`config.mk`:
```
export PLATFORM = sky130hd
export DESIGN_NAME = id_symbol_feeder
export DESIGN_NICKNAME = d
export VERILOG_FILES = /design/src/rtl/id_symbol_feeder_pkg.sv /design/src/rtl/id_symbol_feeder_hold_timer.sv /design/src/rtl/id_symbol_feeder.sv
export SDC_FILE = /design/constraint.sdc
export NUM_CORES = 1
export LEC_CHECK = 0
export ABC_AREA = 1
export BUFFER_PORTS_ARGS = -buffer_cell sky130_fd_sc_hd__buf_2
export CAP_MARGIN = 20
export CELL_PAD_IN_SITES_DETAIL_PLACEMENT = 0
export CELL_PAD_IN_SITES_GLOBAL_PLACEMENT = 1
export CORE_ASPECT_RATIO = 0.75
export CORE_MARGIN = 2
export CORE_UTILIZATION = 36
export DETAILED_ROUTE_END_ITERATION = 12
export PLACE_DENSITY_LB_ADDON = 0.08
export SLEW_MARGIN = 20
export SYNTH_ARGS = -nofsm -noshare
export SYNTH_HDL_FRONTEND = slang
export SYNTH_HIERARCHICAL = 1
export SYNTH_SLANG_ARGS = --single-unit
```
`constraint.sdc`:
```
create_clock -name clk -period 1.8 [get_ports clk]
set_clock_uncertainty 0.1 [all_clocks]
set_input_delay 0.09 -clock clk [delete_from_list [all_inputs] [get_ports clk]]
set_output_delay 0.09 -clock clk [all_outputs]
set_load 0.02 [all_outputs]
```
`src/rtl/id_symbol_feeder_pkg.sv`:
```
// Shared definitions for the ID symbol feeder: FSM state encoding, symbol width,
// default ID width and a counter-width helper.
package id_symbol_feeder_pkg;

  typedef enum logic [1:0] {
    IDLE = 2'd0,
    EMIT = 2'd1,
    DONE = 2'd2
  } state_t;

  localparam int SYM_W     = 2;
  localparam int DEF_WIDTH = 17;

  // Bits needed to count 0..n-1, never less than one.
  function automatic int cnt_w(input int n);
    return (n > 1) ? $clog2(n) : 1;
  endfunction

endpackage

```
`src/rtl/id_symbol_feeder_hold_timer.sv`:
```
// Counts HOLD cycles while enabled; term is high on the last cycle of each hold window.
module id_symbol_feeder_hold_timer
  import id_symbol_feeder_pkg::*;
#(
  parameter int HOLD = 4
) (
  input  logic clk,
  input  logic reset,
  input  logic en,
  input  logic clr,
  output logic term
);

  localparam int HCW = cnt_w(HOLD);

  logic [HCW-1:0] hold_cnt;

  assign term = en && (hold_cnt == HCW'(HOLD - 1));

  always_ff @(posedge clk or negedge reset) begin
    if (!reset) begin
      hold_cnt <= '0;
    end else if (clr) begin
      hold_cnt <= '0;
    end else if (en) begin
      hold_cnt <= term ? '0 : hold_cnt + HCW'(1);
    end
  end

endmodule

```
`src/rtl/id_symbol_feeder.sv`:
```
// Loads a WIDTH-bit ID word on start and streams it MSB-first as 2-bit symbols,
// each held for HOLD cycles, followed by a one-cycle done pulse.
module id_symbol_feeder
  import id_symbol_feeder_pkg::*;
#(
  parameter int WIDTH = DEF_WIDTH,
  parameter int HOLD  = 4
) (
  input  logic             clk,
  input  logic             reset,
  input  logic             start,
  input  logic [WIDTH-1:0] word,
  output logic [1:0]       a,
  output logic             valid,
  output logic             busy,
  output logic             done
);

  localparam int NSYM = (WIDTH + 1) / 2;
  localparam int SW   = SYM_W * NSYM;
  localparam int PAD  = SW - WIDTH;
  localparam int SCW  = cnt_w(NSYM);

  state_t          state;
  logic [SW-1:0]   sreg;
  logic [SW-1:0]   word_ext;
  logic [SW-1:0]   sreg_next;
  logic [SCW-1:0]  sym_cnt;
  logic            hold_term;

  // Odd widths get a single zero pad bit below the LSB.
  assign word_ext  = SW'(word) << PAD;
  assign sreg_next = sreg << SYM_W;

  id_symbol_feeder_hold_timer #(
    .HOLD (HOLD)
  ) u_hold_timer (
    .clk   (clk),
    .reset (reset),
    .en    (state == EMIT),
    .clr   (state == IDLE),
    .term  (hold_term)
  );

  // Outputs are set alongside the state transition so they are pure flops.
  always_ff @(posedge clk or negedge reset) begin
    if (!reset) begin
      state   <= IDLE;
      sreg    <= '0;
      sym_cnt <= '0;
      a       <= 2'b00;
      valid   <= 1'b0;
      busy    <= 1'b0;
      done    <= 1'b0;
    end else begin
      case (state)
        IDLE: begin
          if (start) begin
            state   <= EMIT;
            sreg    <= word_ext;
            sym_cnt <= '0;
            a       <= word_ext[SW-1 -: 2];
            valid   <= 1'b1;
            busy    <= 1'b1;
          end
        end
        EMIT: begin
          if (hold_term) begin
            if (sym_cnt == SCW'(NSYM - 1)) begin
              state <= DONE;
              a     <= 2'b00;
              valid <= 1'b0;
              done  <= 1'b1;
            end else begin
              sreg    <= sreg_next;
              sym_cnt <= sym_cnt + SCW'(1);
              a       <= sreg_next[SW-1 -: 2];
            end
          end
        end
        DONE: begin
          state <= IDLE;
          done  <= 1'b0;
          busy  <= 1'b0;
        end
        default: begin
          state <= IDLE;
          a     <= 2'b00;
          valid <= 1'b0;
          busy  <= 1'b0;
          done  <= 1'b0;
        end
      endcase
    end
  end

endmodule
```
==> flow_summary_export.csv, run 1 <==
group,metric,value,unit
run_status,outcome,"finished clean",
min_path,worstHoldEndpoint,"sreg[8]$_DFFE_PN0P_",
global_routing,met2_usage,0.272,
clock_network,cts_tree,"done",
final_layout,final_common_cell,"nand2_1",
sta,fmax,0.595,GHz
final_layout,final_cell_mix,"108 x nand2_1, 28 x dfrtp_1, 24 x buf_2",
global_routing,grt_busiest_layer,"met2",
min_path,min_from,"word[7]",
detailed_routing,drc,0,
final_layout,multi_input_area,713,um2
placement,pre_cts_ws,0.0817,ns
min_path,hold_path.class,"in2reg",
synthesis,syn-num-nets,228,
clock_network,cts.sinks,28,
floorplanning,rows,20,
worst_setup_path,rrSetupSlack,0.12,ns
detailed_routing,first_pass_iters,4,
sta,fin_crit_sh,0.933,
synthesis,ys_seq_area_frac,0.470,
worst_setup_path,crit_required,1.88,ns
floorplanning,dieArea,0.00468,mm2
worst_setup_path,end_kind,"flop",
floorplanning,ios,25,
sta,rsz0062_at_grt,"false",
synthesis,yosys_warnings,6,
sta,setup_viol,0,
detailed_routing,viasPerCell,4.60,
clock_network,h-tree-depth,1,
global_routing,antenna_found_initial,0,
global_routing,grt_pass1_wl,6130,um
sta,max-slew-margin-rel,0.577,
clock_network,cts_buffer_depth,2,
floorplanning,die_w,78.3,um
synthesis,syn_avg_cell_area,7.28,um2
sta,worstMarginPinSlew,0.634,ns
pwr,ir_drop,573,uV
job,maxCapViolCount,0,
final_layout,diodes,0,
detailed_routing,drtAntennaViolNets,0,
worst_setup_path,timing.rr.end,"a[0]$_DFFE_PN0P_",
final_layout,nets,260,
clock_network,path_clk_slew,0.10,ns
global_routing,grt_max_degree,29,
final_layout,stdcell_count,291,
detailed_routing,drt_iter0_markers,147,
min_path,holdPathStages,5,
global_routing,gr-total-overflow,0,
clock_network,numCtsBuffers,3,
synthesis,synthCells,205,
synthesis,synth_area,0.00149,mm2
final_layout,syn_to_final_growth,22.1,%
sta,layout_setup_ws,0.120,ns
detailed_routing,totalWireLength,3490,um
worst_setup_path,reg2reg_depth,10,
placement,gp_congestion,0.850,
floorplanning,core_area,0.00400,mm2
global_routing,grt_pass1_vias,1264,
pwr,leakage,0.00104,uW
pwr,power_density,1830,mW/mm2
final_layout,nFillCells,425,
placement,placed_cells,282,
worst_setup_path,cp-start-kind,"flop",
worst_setup_path,path_max_fanout,15,
floorplanning,die_y,59.7,um
floorplanning,floorplan.initialDensity,0.372,
detailed_routing,wire_per_inst,12.0,um
synthesis,yosys.cell_types.count,18,
sta,period_minus_slack,1.68,ns
detailed_routing,vias,1340,
worst_setup_path,worstSetupPathType,"reg2reg",
final_layout,regArea,701,um2
final_layout,drive_gt1_frac,0.186,
sta,setup_tns,0,ns
worst_setup_path,worst_r2r_startpoint,"u_hold_timer/hold_cnt[0]$_DFFE_PN0P_",
global_routing,use_met3,0.0423,
clock_network,cts-root-buf,"clkbuf_8",
placement,io_buffers,24,
sta,hold_viol_final,0,
global_routing,grt_use_total,0.169,
placement,hpwl,2470,um
global_routing,use_met1,0.237,
worst_setup_path,cp.arrival,1.76,ns
clock_network,clock_latency,0.28,ns
sta,finalMaxSlewViolations,0,
synthesis,synth_seq_cells,28,
stage by stage:
| stage | area, um2 | power (uW) | hold slack [ns] | utilization |
|---|---|---|---|---|
| final | 1820 | 3330 | 0.0375 | 0.455 |
| after global routing | 1820 | 3690 | 0.0504 | 0.455 |
| after CTS | 1780 | 3260 | 0.0306 | 0.445 |
| after detailed placement | 1670 | 2740 | 0.0538 | 0.417 |
| after global placement | 1670 | 2700 | 0.0500 | 0.417 |
| after floorplan | 1510 | 2390 | -0.306 | - |
area by class of cell:
class	instances	area share
multi-input combinational	155	0.392
sequential	28	0.385
timing repair buffer	32	0.104
inverter	17	0.0419
tap	55	0.0378
clock buffer	3	0.0227
clock inverter	1	0.0165
worst max-delay path, stage by stage (launching register included):
cell	delay, ns
dfrtp_1	0.41
ha_1	0.22
nand2_1	0.08
inv_1	0.05
inv_2	0.08
nand3_4	0.11
nand2_8	0.12
clkinv_8	0.09
buf_4	0.15
nand3_1	0.09
nand2_1	0.06
sequential cells by signal, indices dropped and copies added, names as in the netlist:
signal,flops
state,2
a,2
sym_cnt,4
busy,1
valid,1
done,1
sreg,15
u_hold_timer/hold_cnt,2
synth_stat cells:
library cell	count	share of area
nand2_8	1	0.013
dfrtp_1	28	0.47
o21ai_0	1	0.0034
nand2_1	108	0.27
a21oi_2	1	0.0059
inv_1	14	0.035
nand3_1	23	0.077
nor2_1	11	0.028
buf_4	1	0.0050
buf_6	2	0.015
ha_1	3	0.025
nor2_4	1	0.0075
nand2_2	3	0.013
o21bai_1	1	0.0050
nand2_4	1	0.0075
o21ai_1	1	0.0034
inv_2	3	0.0075
buf_2	2	0.0067
where the power goes:
group	switching (uW)	internal, uW	leakage (uW)
clock	205	298	0.0000357
combinational	1180	612	0.000647
sequential	156	877	0.000358
routing by layer:
metal  routed length, um  part of all wire
met5                   0                 0
met4                  16            0.0046
met3                 119             0.034
met2                1650              0.47
met1                1710              0.49
cells by family (layout without fill, tap and decap cells):
| kind of cell | count (synthesis) | after routing | synth area share |
|---|---|---|---|
| AO/OA/AOI/OAI | 4 | 4 | 0.0176 |
| flip-flops | 28 | 28 | 0.470 |
| buffers and inverters | 22 | 53 | 0.0696 |
| adder cells (fa/ha/maj) | 3 | 3 | 0.0252 |
| AND/OR/NAND/NOR | 148 | 148 | 0.418 |
worst max-delay path by stage:
stage                                          from                endpoint  depth (start not counted)
2_1_floorplan                  state[0]$_DFFE_PN0P_  sym_cnt[1]$_DFFE_PN0P_                         13
5_1_grt        u_hold_timer/hold_cnt[0]$_DFFE_PN0P_  sym_cnt[2]$_DFFE_PN0P_                         10
3_3_place_gp   u_hold_timer/hold_cnt[0]$_DFFE_PN0P_        a[0]$_DFFE_PN0P_                         10
4_1_cts        u_hold_timer/hold_cnt[0]$_DFFE_PN0P_        a[0]$_DFFE_PN0P_                         10
3_5_place_dp   u_hold_timer/hold_cnt[0]$_DFFE_PN0P_        a[0]$_DFFE_PN0P_                         10
6_report       u_hold_timer/hold_cnt[0]$_DFFE_PN0P_        a[0]$_DFFE_PN0P_                         10
timing repair:
| item | in CTS | in global routing |
|---|---|---|
| endpoints found under the setup margin | 0 | 21 |
| setup buffers | 0 | 1 |
| hold endpoints to repair | 31 | 0 |
| gates resized for setup | 0 | 8 |
| hold buffers | 4 | 0 |
Note: power is estimated with default switching activity, not from simulation.
==> inputs of run 2 (changes only) <==
Settings changed: ABC_AREA 1 to unset, CORE_UTILIZATION 36 to 40.
==> run 2 against run 1 <==
  * Largest power group unchanged
  * Die area is 7.3% lower
  * Clock power decreased by 22%
  * Sequential power is 4% higher
  * Critical endpoint is now sreg[13]$_DFFE_PN0P_
==> flow_summary_export.csv, run 2 <==
group,metric,value,unit
detailed_routing,drtAntennaViolNets,0,
floorplanning,ios,25,
final_layout,regMostFlops,"sreg",
worst_setup_path,crit_chain,"inv_1, ha_2, and3b_2, a211oi_4, buf_6, mux2_4",
global_routing,antenna_found_initial,0,
final_layout,post-route-util,0.515,
pwr,clkPwrFrac,0.123,
floorplanning,rows,19,
pwr,power_density,1700,mW/mm2
synthesis,yosysMostFrequentCell,"dfrtp_1",
worst_setup_path,cp-start-kind,"flop",
clock_network,path_clk_slew,0.10,ns
synthesis,synth_commonest_cells,"28 x dfrtp_1, 14 x mux2_4, 12 x mux2_2",
pwr,power.switching,1090,uW
synthesis,yosysTopAreaCell,"dfrtp_1",
sta,period_minus_slack,1.79,ns
pwr,intPower,2120,uW
pwr,p_sw_frac,0.341,
detailed_routing,vias,1016,
worst_setup_path,end_kind,"flop",
synthesis,yosys.cell_types.count,34,
global_routing,grt_pass1_wl,5230,um
synthesis,synth.area.top_cells,"dfrtp_1 46%, mux2_4 14%, mux2_2 8.8%",
pwr,seqPwrFrac,0.333,
run_status,outcome,"finished clean",
final_layout,diodes,0,
placement,placed_cells,198,
pwr,ir_drop,871,uV
synthesis,synth_edf_count,0,
sta,hold_viol_final,0,
worst_setup_path,rrSetupSlack,0.007,ns
clock_network,h-tree-depth,1,
detailed_routing,drt_iter0_markers,14,
job,maxCapViolCount,0,
clock_network,cts_buffer_depth,2,
worst_setup_path,worst_r2r_startpoint,"sym_cnt[1]$_DFFE_PN0P_",
sta,finalMaxSlewViolations,0,
synthesis,async_reset_ff_frac,1.00,
floorplanning,floorplan.initialDensity,0.418,
worst_setup_path,cp.arrival,1.86,ns
final_layout,drive_gt1_frac,0.490,
sta,rsz0062_at_grt,"true",
floorplanning,die_y,57.5,um
min_path,hold_path.class,"in2reg",
sta,fmax,0.558,GHz
detailed_routing,drc,0,
synthesis,ys_seq_area_frac,0.458,
final_layout,syn_to_final_growth,23.4,%
global_routing,grt_max_degree,29,
synthesis,synth_area,0.00153,mm2
worst_setup_path,reg2reg_depth,6,
floorplanning,core_area,0.00366,mm2
final_layout,final_cell_mix,"28 x dfrtp_1, 24 x buf_2, 17 x mux2_4",
synthesis,synth_ff_type,"dfrtp_1",
sta,max-slew-margin-rel,0.564,
global_routing,gr-total-overflow,0,
synthesis,synth_seq_cells,28,
synthesis,syn-num-nets,140,
min_path,min_from,"start",
final_layout,largest_register_ff_count,15,
clock_network,clock_latency,0.27,ns
floorplanning,die_w,75.4,um
worst_setup_path,crit_required,1.86,ns
placement,gp_congestion,0.781,
pwr,fin_total_pwr,3210,uW
detailed_routing,totalWireLength,3090,um
clock_network,cts.sinks,28,
detailed_routing,first_pass_iters,3,
worst_setup_path,slowest_delay,0.36,ns
sta,worstMarginPinSlew,0.654,ns
clock_network,numCtsBuffers,3,
pwr,combPwrFrac,0.544,
clock_network,cts-root-buf,"clkbuf_8",
final_layout,reg.largest.list,"sreg: 15 flops, sym_cnt: 4 flops",
min_path,holdPathStages,3,
final_layout,stdcell_count,205,
min_path,worstHoldEndpoint,"busy$_DFFE_PN0P_",
worst_setup_path,cp_slowest_cell,"dfrtp_1",
floorplanning,dieArea,0.00434,mm2
synthesis,syn_avg_cell_area,13.1,um2
worst_setup_path,path_max_fanout,7,
final_layout,nets,177,
worst_setup_path,timing.rr.end,"sreg[13]$_DFFE_PN0P_",
pwr,leakage,0.000903,uW
synthesis,yosysTopAreaCellShare,0.458,
worst_setup_path,worstSetupPathType,"reg2reg",
detailed_routing,viasPerCell,4.96,
synthesis,yosys_warnings,6,
global_routing,grt_use_total,0.159,
placement,hpwl,2130,um
sta,fin_crit_sh,0.996,
synthesis,synthCells,117,
detailed_routing,wire_per_inst,15.1,um
sta,setup_viol,0,
placement,io_buffers,24,
clock_network,cts_tree,"done",
final_layout,final_common_cell,"dfrtp_1",
global_routing,grt_pass1_vias,1084,
==> run 2: changes by cell type after synthesis, moves of 3 or more <==
cell and change:
mux2_2 +12, nand2_1 -107, nand2_2 -3, inv_2 -3, nor2_1 -6, a21oi_1 +3, nand3b_1 +4, nand3_1 -20
nor2b_1 +3, inv_1 -8, a32o_1 +3, mux2_4 +14
==> run 2: cells by family (layout without fill, tap and decap cells) <==
logic type      count (synthesis)  count (layout)  share of synthesized area
mux                            28              28                      0.247
compound gates                 18              18                     0.0982
simple gates                   28              28                      0.117
fa+ha+maj                       3               3                     0.0246
buf+inv                        12              48                     0.0548
flops                          28              28                      0.458
==> run 2: layout make-up <==
class | count | area (um2)
sequential | 28 | 701
clock buffer | 4 | 55.1
tap | 52 | 65.1
multi-input combinational | 77 | 791
fill | 355 | 1770
timing repair buffer | 38 | 253
inverter | 6 | 22.5
==> run 2: what timing repair did <==
| action | in CTS | in global routing |
|---|---|---|
| hold buffers | 3 | 0 |
| hold endpoints to repair | 30 | 0 |
| pin swaps | 1 | 0 |
| buffers inserted | 0 | 0 |
| setup endpoints to repair | 14 | 18 |
| resized for setup | 7 | 3 |
| gates cloned | 0 | 0 |
==> run 2: power by group through the flow <==
| stage | Clock [uW] | Combinational, uW | Sequential, uW |
|---|---|---|---|
| floorplan | 0 | 1270 | 1100 |
| global placement | 0 | 1620 | 1070 |
| detailed placement | 0 | 1650 | 1080 |
| CTS | 412 | 1730 | 1070 |
| global route | 437 | 1910 | 1100 |
| finish | 394 | 1750 | 1070 |
==> run 2: how the worst max path moves through the flow <==
| stage | slack, ns | depth (start not counted) | startpoint | end |
|---|---|---|---|---|
| 2_1_floorplan | -0.28 | 9 | state[0]$_DFFE_PN0P_ | sreg[10]$_DFFE_PN0P_ |
| 3_3_place_gp | 0.01 | 6 | sym_cnt[0]$_DFFE_PN0P_ | sreg[3]$_DFFE_PN0P_ |
| 3_5_place_dp | -0.05 | 6 | sym_cnt[1]$_DFFE_PN0P_ | sreg[3]$_DFFE_PN0P_ |
| 4_1_cts | 0.006 | 6 | sym_cnt[1]$_DFFE_PN0P_ | sreg[13]$_DFFE_PN0P_ |
| 5_1_grt | -0.06 | 6 | u_hold_timer/hold_cnt[0]$_DFFE_PN0P_ | sreg[3]$_DFFE_PN0P_ |
| 6_report | 0.007 | 6 | sym_cnt[1]$_DFFE_PN0P_ | sreg[13]$_DFFE_PN0P_ |
==> run 2: critical path: cells and delay by family, from the launching register on <==
kind            cells  cell delay [ns]
buf+inv             2             0.24
fa+ha+maj           1             0.17
compound gates      1             0.26
simple gates        1             0.23
mux                 1             0.31
flops               1             0.36
==> run 2: per-layer routing <==
layer / global-route usage / vias up / share of wire
met5: 0 / - / 0
met3: 0.0424 / 2 / 0.027
li1: - / 497 / -
met2: 0.255 / 12 / 0.48
met1: 0.225 / 505 / 0.48
met4: 0.0150 / 0 / 0.0042
==> run 2: per-stage QoR <==
stage	hold slack (ns)	setup WS (ns)	TNS, ns	instance area, um2
after CTS	0.0562	0.00631	0	1870
after floorplan	-0.306	-0.275	-3.48	1540
after global routing	0.0673	-0.0583	-0.576	1890
final	0.0590	0.00736	0	1890
after global placement	0.0458	0.0107	0	1760
after detailed placement	0.0579	-0.0461	-0.126	1760
